File: config.mk
export PLATFORM = sky130hd
export DESIGN_NAME = mul_div_unit
export DESIGN_NICKNAME = d
export VERILOG_FILES = /design/src/rtl/mul_div_pkg.sv /design/src/rtl/mul_div_iter_step.sv /design/src/rtl/mul_div_unit.sv
export SDC_FILE = /design/constraint.sdc
export NUM_CORES = 1
export LEC_CHECK = 0
export BUFFER_PORTS_ARGS = -buffer_cell sky130_fd_sc_hd__buf_2
export CAP_MARGIN = 25
export CORE_MARGIN = 3
export CORE_UTILIZATION = 55
export DETAILED_ROUTE_END_ITERATION = 8
export GPL_ROUTABILITY_DRIVEN = 0
export PLACE_DENSITY = 0.83
export SLEW_MARGIN = 20
export SYNTH_ARGS = -nofsm -noshare
export SYNTH_HDL_FRONTEND = slang
export SYNTH_SLANG_ARGS = --single-unit
File: constraint.sdc
create_clock -name clk -period 4.7 [get_ports clk]
set_input_delay 1.41 -clock clk [delete_from_list [all_inputs] [get_ports clk]]
set_output_delay 1.41 -clock clk [all_outputs]
set_load 0.01 [all_outputs]
File: src/rtl/mul_div_pkg.sv
// Shared definitions for the iterative RV32M multiply/divide unit.
package mul_div_pkg;

  typedef enum logic [1:0] {
    IDLE = 2'd0,
    CALC = 2'd1,
    FIX  = 2'd2,
    DONE = 2'd3
  } state_e;

  // Bit positions inside Mul_Div_unsigned
  localparam int unsigned RS1_UNS = 1;
  localparam int unsigned RS2_UNS = 0;

  localparam logic [31:0] DIV0_QUOT = 32'hFFFF_FFFF;
  localparam logic [31:0] INT_MIN   = 32'h8000_0000;

endpackage

File: src/rtl/mul_div_iter_step.sv
// One iteration of shift-add multiply and restoring divide.
module mul_div_iter_step #(
  parameter int unsigned XLEN = 32
) (
  input  logic [2*XLEN-1:0] prod_i,
  input  logic [XLEN-1:0]   mcand_i,
  input  logic [XLEN:0]     rem_i,
  input  logic [XLEN-1:0]   quot_i,
  input  logic [XLEN-1:0]   divisor_i,
  output logic [2*XLEN-1:0] prod_o,
  output logic [XLEN:0]     rem_o,
  output logic [XLEN-1:0]   quot_o
);

  logic [XLEN:0] sum;
  logic [XLEN:0] shifted;
  logic [XLEN:0] diff;

  // Multiplier sits in the low half and is consumed LSB first; the carry
  // of the add is kept by shifting the XLEN+1 bit sum into the top.
  always_comb begin
    sum     = {1'b0, prod_i[2*XLEN-1:XLEN]} + (prod_i[0] ? {1'b0, mcand_i} : '0);
    prod_o  = {sum, prod_i[XLEN-1:1]};
    shifted = {rem_i[XLEN-1:0], quot_i[XLEN-1]};
    diff    = shifted - {1'b0, divisor_i};
    if (diff[XLEN]) begin
      rem_o  = shifted;
      quot_o = {quot_i[XLEN-2:0], 1'b0};
    end else begin
      rem_o  = diff;
      quot_o = {quot_i[XLEN-2:0], 1'b1};
    end
  end

endmodule

File: src/rtl/mul_div_unit.sv
// Iterative RV32M multiply/divide execute unit with start/busy/done handshake.
module mul_div_unit
  import mul_div_pkg::*;
#(
  parameter int unsigned XLEN = 32
) (
  input  logic            clk,
  input  logic            rst_n,
  input  logic            start,
  input  logic            kill,
  input  logic            is_div,
  input  logic            is_high,
  input  logic [1:0]      Mul_Div_unsigned,
  input  logic [XLEN-1:0] rs1,
  input  logic [XLEN-1:0] rs2,
  output logic            busy,
  output logic            done,
  output logic [XLEN-1:0] result
);

  localparam int unsigned CW = $clog2(XLEN);
  localparam logic [CW-1:0] LAST = CW'(XLEN - 1);

  state_e            state_q;
  logic [CW-1:0]     cnt_q;
  logic              is_div_q, is_high_q, neg_q, neg_r_q, div0_q, ovf_q;
  logic [XLEN-1:0]   dvd_q, b_q, quot_q;
  logic [XLEN:0]     rem_q;
  logic [2*XLEN-1:0] prod_q;

  logic              sa, sb, div0, ovf;
  logic [XLEN-1:0]   a_abs, b_abs;
  logic [2*XLEN-1:0] prod_d, prod_s;
  logic [XLEN:0]     rem_d;
  logic [XLEN-1:0]   quot_d, quot_s, rem_s, result_d;

  mul_div_iter_step #(.XLEN(XLEN)) u_step (
    .prod_i    (prod_q),
    .mcand_i   (b_q),
    .rem_i     (rem_q),
    .quot_i    (quot_q),
    .divisor_i (b_q),
    .prod_o    (prod_d),
    .rem_o     (rem_d),
    .quot_o    (quot_d)
  );

  always_comb begin
    sa    = rs1[XLEN-1] & ~Mul_Div_unsigned[RS1_UNS];
    sb    = rs2[XLEN-1] & ~Mul_Div_unsigned[RS2_UNS];
    a_abs = sa ? -rs1 : rs1;
    b_abs = sb ? -rs2 : rs2;
    div0  = (rs2 == '0);
    ovf   = ~Mul_Div_unsigned[RS1_UNS] & ~Mul_Div_unsigned[RS2_UNS]
            & (rs1 == INT_MIN) & (rs2 == '1);
  end

  always_comb begin
    prod_s = neg_q   ? -prod_q : prod_q;
    quot_s = neg_q   ? -quot_q : quot_q;
    rem_s  = neg_r_q ? -rem_q[XLEN-1:0] : rem_q[XLEN-1:0];
    if (!is_div_q)
      result_d = is_high_q ? prod_s[2*XLEN-1:XLEN] : prod_s[XLEN-1:0];
    else if (div0_q)
      result_d = is_high_q ? dvd_q : DIV0_QUOT;
    else if (ovf_q)
      result_d = is_high_q ? '0 : INT_MIN;
    else
      result_d = is_high_q ? rem_s : quot_s;
  end

  always_ff @(posedge clk or negedge rst_n) begin
    if (!rst_n) begin
      state_q   <= IDLE;
      cnt_q     <= '0;
      is_div_q  <= 1'b0;
      is_high_q <= 1'b0;
      neg_q     <= 1'b0;
      neg_r_q   <= 1'b0;
      div0_q    <= 1'b0;
      ovf_q     <= 1'b0;
      dvd_q     <= '0;
      b_q       <= '0;
      quot_q    <= '0;
      rem_q     <= '0;
      prod_q    <= '0;
      busy      <= 1'b0;
      done      <= 1'b0;
      result    <= '0;
    end else if (kill) begin
      state_q <= IDLE;
      busy    <= 1'b0;
      done    <= 1'b0;
    end else begin
      case (state_q)
        IDLE: begin
          done <= 1'b0;
          if (start) begin
            is_div_q  <= is_div;
            is_high_q <= is_high;
            neg_q     <= sa ^ sb;
            neg_r_q   <= sa;
            div0_q    <= is_div & div0;
            ovf_q     <= is_div & ovf;
            dvd_q     <= rs1;
            b_q       <= b_abs;
            quot_q    <= a_abs;
            rem_q     <= '0;
            prod_q    <= {{XLEN{1'b0}}, a_abs};
            cnt_q     <= '0;
            busy      <= 1'b1;
            state_q   <= (is_div & (div0 | ovf)) ? FIX : CALC;
          end
        end
        CALC: begin
          prod_q <= prod_d;
          rem_q  <= rem_d;
          quot_q <= quot_d;
          cnt_q  <= cnt_q + 1'b1;
          if (cnt_q == LAST)
            state_q <= FIX;
        end
        FIX: begin
          result  <= result_d;
          done    <= 1'b1;
          state_q <= DONE;
        end
        DONE: begin
          done    <= 1'b0;
          busy    <= 1'b0;
          state_q <= IDLE;
        end
        default: state_q <= IDLE;
      endcase
    end
  end

endmodule

Word-level counts from Yosys, hierarchy flattened
Cells that the tools add are included. W data, S select, Z words.

Word-level logic and storage cells: 90. Output and inout bits: 34. Bits in registers: 239. Bits of input ports: 72.

Bitwise gates (word level): 13. Reduce and logical (&&, ||, !) cells: 11. Eq/ne operators: 9. Muxes and demuxes: 33. Add/sub/neg operators: 8.

Operators with widths (number): $mux W32 (15); $mux W64 (2); $neg A32 Y32 (4); $pmux W32 S2 (2); $pmux W64 S2 (1); $eq A32 B32 Y1 const B (2); $neg A64 Y64 (1); $add A32 B33 Y33 (1); $sub A33 B32 Y33 (1); $logic_not A32 Y1 (1); $pmux W5 S2 (1); $and A1 B1 Y1 (8); $mux W2 (4); $pmux W2 S4 (1); $ne A3 B3 Y1 const B (2); $reduce_and A2 Y1 (3); $reduce_and A3 Y1 (2); $reduce_bool A3 Y1 (2); $add A5 B1 Y5 const B (1); $eq A5 B5 Y1 const B (1); $mux W5 (1); $eq A2 B2 Y1 const B (2); $mux W1 (4); $pmux W1 S2 (2); 8 further kinds (10).

Depth between registers and ports, before layout
Depth in word-level cells: 10. Mapped depth: 14. Gate-level depth less buffers: 14.

Modules after synthesis
Synthesis repeated with hierarchy kept, for this count alone.

Cell total of the unflattened synthesis: 2449. Area total of the unflattened synthesis: 19622.6 µm².

By module, submodules not included: mul_div_unit (times used 1, seq. area each 6005.8 µm², area each 15127.0 µm², cells each 1825); mul_div_iter_step (times used 1, seq. area each 0.0 µm², area each 4495.6 µm², cells each 624).

Worst setup path before layout
Ideal clock, no wire load.

Kind: register -> register. Start point: register prod_q[38]. End point: register result[26]. Data required time: 4577 ps. Slack: 1272 ps. Arrival: 3305 ps. Library setup time: 123 ps. Buffers on the path: 1. Period minus slack after synthesis: 3428 ps. Stages on the path, launching flop included: 12. Path through: dfrtp_1 -> or4_4 -> or4_4 -> or4_1 -> or3_4 -> or2_2 -> buf_2 -> o31ai_2 -> xor2_1 -> a21oi_1 -> nor3_1 -> nor3_1.

Cells in the longest elaborated chain, start to end: 4.

Ends and longest elaborated chain: start, declared (line mul_div_unit.sv:29) `logic [2*XLEN-1:0] prod_q;`; start signal, assigned (line mul_div_unit.sv:109) `prod_q <= {{XLEN{1'b0}}, a_abs};`; start signal, assigned (line mul_div_unit.sv:116) `prod_q <= prod_d;`; $neg A64 Y64 (line mul_div_unit.sv:59) `prod_s = neg_q ? -prod_q : prod_q;`; $mux W64 (line mul_div_unit.sv:59); $mux W32 (line mul_div_unit.sv:63) `result_d = is_high_q ? prod_s[2*XLEN-1:XLEN] : prod_s[XLEN-1:0];`; $mux W32 (line mul_div_unit.sv:62) `if (!is_div_q)`; end signal, assigned (line mul_div_unit.sv:124) `result <= result_d;`; end, declared (line mul_div_unit.sv:18) `output logic [XLEN-1:0] result`.

Every way passes these cells. A chain may end at the register's enable or synchronous reset.

Worst setup path after layout
Start point: register prod_q[24]. End point: register result[0].

The elaborated chain is that of the path after synthesis.

==> results_tabular.tex <==
\begin{tabular}{lr}
\hline
Metric & Value \\
\hline
\multicolumn{2}{l}{\textbf{CTS}} \\
Insertion delay of the later-clocked pin in the worst-skew pair & 0.57 ns \\
Buffer count from post-CTS setup fixing & 0 \\
TritonCTS sink count & 239 \\
Clock root buffer master & clkbuf\_16 \\
Gates resized, CTS repair & 0 \\
Hold buffer count at cts & 0 \\
Clock input transition at the sequential cells of the worst setup and hold paths & 0.06 ns \\
TritonCTS Buffers & 29 \\
Maximum number of buffers from clock root to sink & 3 \\
\# H-tree levels & 1 \\
TritonCTS clock tree & done \\
\multicolumn{2}{l}{\textbf{Setup path}} \\
Nature of the critical path startpoint & flop \\
Arrival time of data at the critical path endpoint & 4.23 ns \\
Category of the critical setup timing path & flop to flop \\
Highest fanout seen on the critical path & 4 \\
Critical path launch point & prod\_q[24] \\
Critical path endpoint category & flop \\
Worst-path cell chain & or4\_1 -> nor4\_1 -> nand2\_1 -> o31ai\_1 -> xor2\_1 -> a21oi\_1 -> o21ai\_0 -> o21ai\_0 \\
CP most frequent cell & o21ai\_0 \\
Delay of the slowest cell on the worst path & 0.67 ns \\
Crit-path slowest cell & o21ai\_0 \\
Worst reg2reg path startpoint & prod\_q[24] \\
WP data required & 5.10 ns \\
\multicolumn{2}{l}{\textbf{Logic synthesis}} \\
EDFF count, synth & 0 \\
Async set-reset flop share out of synthesis & 100\% \\
Leading register cell type out of synthesis & dfrtp\_1 \\
Synth Net Count & 2269 \\
Yosys cell types & 73 \\
Mean area per synthesized cell & 8.36 um\^{}2 \\
Flops \& latches, synth & 239 \\
Instance count of the mapped netlist & 2119 \\
Synthesized cell area & 17700 um\^{}2 \\
Sequential-to-total area share from yosys stat & 33.8\% \\
Count of warnings emitted by yosys & 0 \\
\multicolumn{2}{l}{\textbf{Power}} \\
Power density normalized to cell area & 674 nW/um\^{}2 \\
Worst VDD drop & 465 uV \\
Static leakage & 8.58 nW \\
\multicolumn{2}{l}{\textbf{STA}} \\
Number of hold violations in the final report & 0 \\
Final critical-path setup slack & 0.870 ns \\
Remaining max-slew budget at the tightest pin & 33.0\% \\
Total negative setup slack & 0 ns \\
Final Setup Violations & 0 \\
Achievable Freq & 261 MHz \\
Period minus WS final & 3.83 ns \\
Number of pins with negative max-slew slack in the final report & 0 \\
Least-Margin Pin Slew & 1.00 ns \\
Max Clock Skew & 0.0137 ns \\
Ratio of final minimum period to clock period & 81.5\% \\
Worst-case hold slack & 0.471 ns \\
Setup repair after global routing missed its margin & false \\
\multicolumn{2}{l}{\textbf{Die}} \\
Effective utilization at floorplan & 56.0\% \\
Std-Cell Core Area & 31600 um\^{}2 \\
Count of boundary I/O pins & 106 \\
Number of core rows & 65 \\
Chip Height & 185 um \\
Horiz. Die Dim & 185 um \\
Floorplan die area & 34400 um\^{}2 \\
\multicolumn{2}{l}{\textbf{Global routing}} \\
Initial antenna violation count & 1 \\
Pin count of the biggest net entering global routing & 111 \\
Via count of the first global-routing pass & 16.1k \\
Sum of overflow across all layers after global routing & 0 \\
Overall fraction of global-route tracks in use & 31.7\% \\
First-pass GRT wire length & 87500 um \\
\multicolumn{2}{l}{\textbf{Placement}} \\
Buffers added on ports & 105 \\
Number of cells after detailed placement & 2544 \\
DP Worst Slack & 0.605 ns \\
Post-detailed-placement half-perimeter wirelength & 41200 um \\
Post-place instance area & 18600 um\^{}2 \\
\multicolumn{2}{l}{\textbf{Job}} \\
Max-cap check violation count & 0 \\
\multicolumn{2}{l}{\textbf{Cells and area}} \\
Area growth syn-to-layout & 10.5\% \\
Finished layout cell area & 19600 um\^{}2 \\
Ratio of cells with drive above 1 in the final layout & 11.0\% \\
Most used cells in the layout excluding fill and tap cells & 257 x nand2\_1, 238 x dfrtp\_1, 220 x o21ai\_0 \\
Footprint of the multi-input gates & 11100 um\^{}2 \\
Filler-free cell count of the finished design & 2596 \\
Number of nets in the final layout & 2324 \\
Sequential Area & 5980 um\^{}2 \\
Antenna cells & 0 \\
Most frequent standard cell in the layout excluding fill and tap cells & nand2\_1 \\
Filler cells & 2629 \\
\multicolumn{2}{l}{\textbf{Drt}} \\
Via Count & 17.3k \\
Iteration-0 DRC Markers & 2240 \\
Ratio of routed vias to standard cells & 6.65 \\
Detailed-route wire length per cell & 21.4 um \\
Number of remaining DRC errors & 0 \\
Post-route antenna net violation count & 0 \\
Total Wirelength & 55500 um \\
Number of detailed-route iterations in the first pass & 7 \\
\multicolumn{2}{l}{\textbf{Min path}} \\
Hold crit path type & flop to flop \\
Launch point of the worst hold path & result[5] \\
\multicolumn{2}{l}{\textbf{Outcome}} \\
Outcome & finished, final reports clean \\
\hline
\end{tabular}
-- report_power, final --
group	switching, W	leakage, nW	internal (W)	total (W)
sequential	0.00110	3.06	0.00288	0.00397
clock	0.000926	0.445	0.00127	0.00219
combinational	0.00422	5.08	0.00280	0.00702
-- per-stage QoR --
stage               total power [W]  util [%]
floorplan                   0.00865         -
global placement             0.0104      58.9
detailed placement           0.0107      58.9
CTS                          0.0129      61.8
global route                 0.0140      61.9
finish                       0.0132      61.9
-- synth_stat cells (4+ instances only) --
cell | n | area (um^2)
nand2_1 | 257 | 965
dfrtp_1 | 239 | 5980
o21ai_0 | 220 | 1100
nor2_1 | 163 | 612
a21oi_1 | 132 | 661
xnor2_1 | 128 | 1120
xor2_1 | 100 | 876
clkbuf_1 | 93 | 349
ha_1 | 76 | 951
inv_1 | 75 | 282
o31ai_1 | 62 | 465
a221o_1 | 60 | 601
nor3_1 | 45 | 225
mux2_2 | 33 | 372
nand3_1 | 33 | 165
a31oi_1 | 30 | 188
a21o_1 | 26 | 195
nand2b_1 | 26 | 163
o211ai_1 | 26 | 195
or3_1 | 25 | 156
mux2i_1 | 24 | 240
or4_1 | 20 | 150
nand4_1 | 18 | 113
o41ai_1 | 17 | 149
nor4_1 | 15 | 93.8
buf_1 | 13 | 48.8
o22ai_1 | 13 | 81.3
a211oi_1 | 12 | 90.1
or2_2 | 12 | 75.1
nor2b_1 | 11 | 68.8
and3_1 | 9 | 56.3
and2_1 | 8 | 50.1
o221ai_1 | 8 | 70.1
a221oi_1 | 7 | 61.3
a22o_1 | 6 | 52.6
a22oi_1 | 6 | 45.0
o21a_1 | 6 | 45.0
o21bai_1 | 6 | 45.0
nor3b_1 | 4 | 30.0
-- path summary, 6_finish.rpt --
kind | endpoint | slack [ns] | cells after the start
max reg2reg | result[0] | 0.87 | 8
max | result[0] | 0.87 | 8
min in group asynchronous | dvd_q[24] | 0.87 | 1
max in group asynchronous | b_q[19] | 2.86 | 2
min reg2reg | result[5] | 0.47 | 2
min | result[5] | 0.47 | 2
-- state kept, by name, indices dropped and copies added, names as in the netlist --
register and cells:
prod_q 64, quot_q 32, cnt_q 5, b_q 32, dvd_q 32, busy 1, is_high_q 1, is_div_q 1
ovf_q 1, neg_r_q 1, div0_q 1, done 1, neg_q 1, result 32, rem_q 32, state_q 2
-- per-layer routing --
| layer | GRT usage (%) | vias up | share of wire [%] |
|---|---|---|---|
| li1 | - | 7833 | - |
| met1 | 43.2 | 8247 | 41 |
| met2 | 49.0 | 973 | 44 |
| met3 | 6.98 | 207 | 10 |
| met4 | 13.6 | 2 | 5.2 |
| met5 | 0 | - | 0.023 |
-- worst max-delay path, delay by kind of cell, from the launching register on --
| kind | cells | cell delay [ns] |
|---|---|---|
| flip-flops | 1 | 0.43 |
| AO/OA/AOI/OAI | 4 | 1.41 |
| AND/OR/NAND/NOR | 3 | 1.62 |
| XOR/XNOR | 1 | 0.22 |
-- cell type report --
cell class	instances	share of cell area, %
Timing Repair Buffer	133	4.17
Multi-Input combinational cell	1694	56.6
Inverter	77	1.48
Clock inverter	11	0.499
Tap cell	402	2.57
Clock buffer	40	4.17
Sequential cell	239	30.6
-- cells by family (layout without fill, tap and decap cells) --
family,after synthesis,after routing,synth area share [%]
compound gates,672,672,24.8
simple gates,659,659,17.2
flops,239,239,33.8
xor+xnor,228,228,11.3
buf+inv,186,261,3.96
fa+ha+maj,78,78,5.59
mux,57,57,3.45
(Power assumes the default switching activity.)
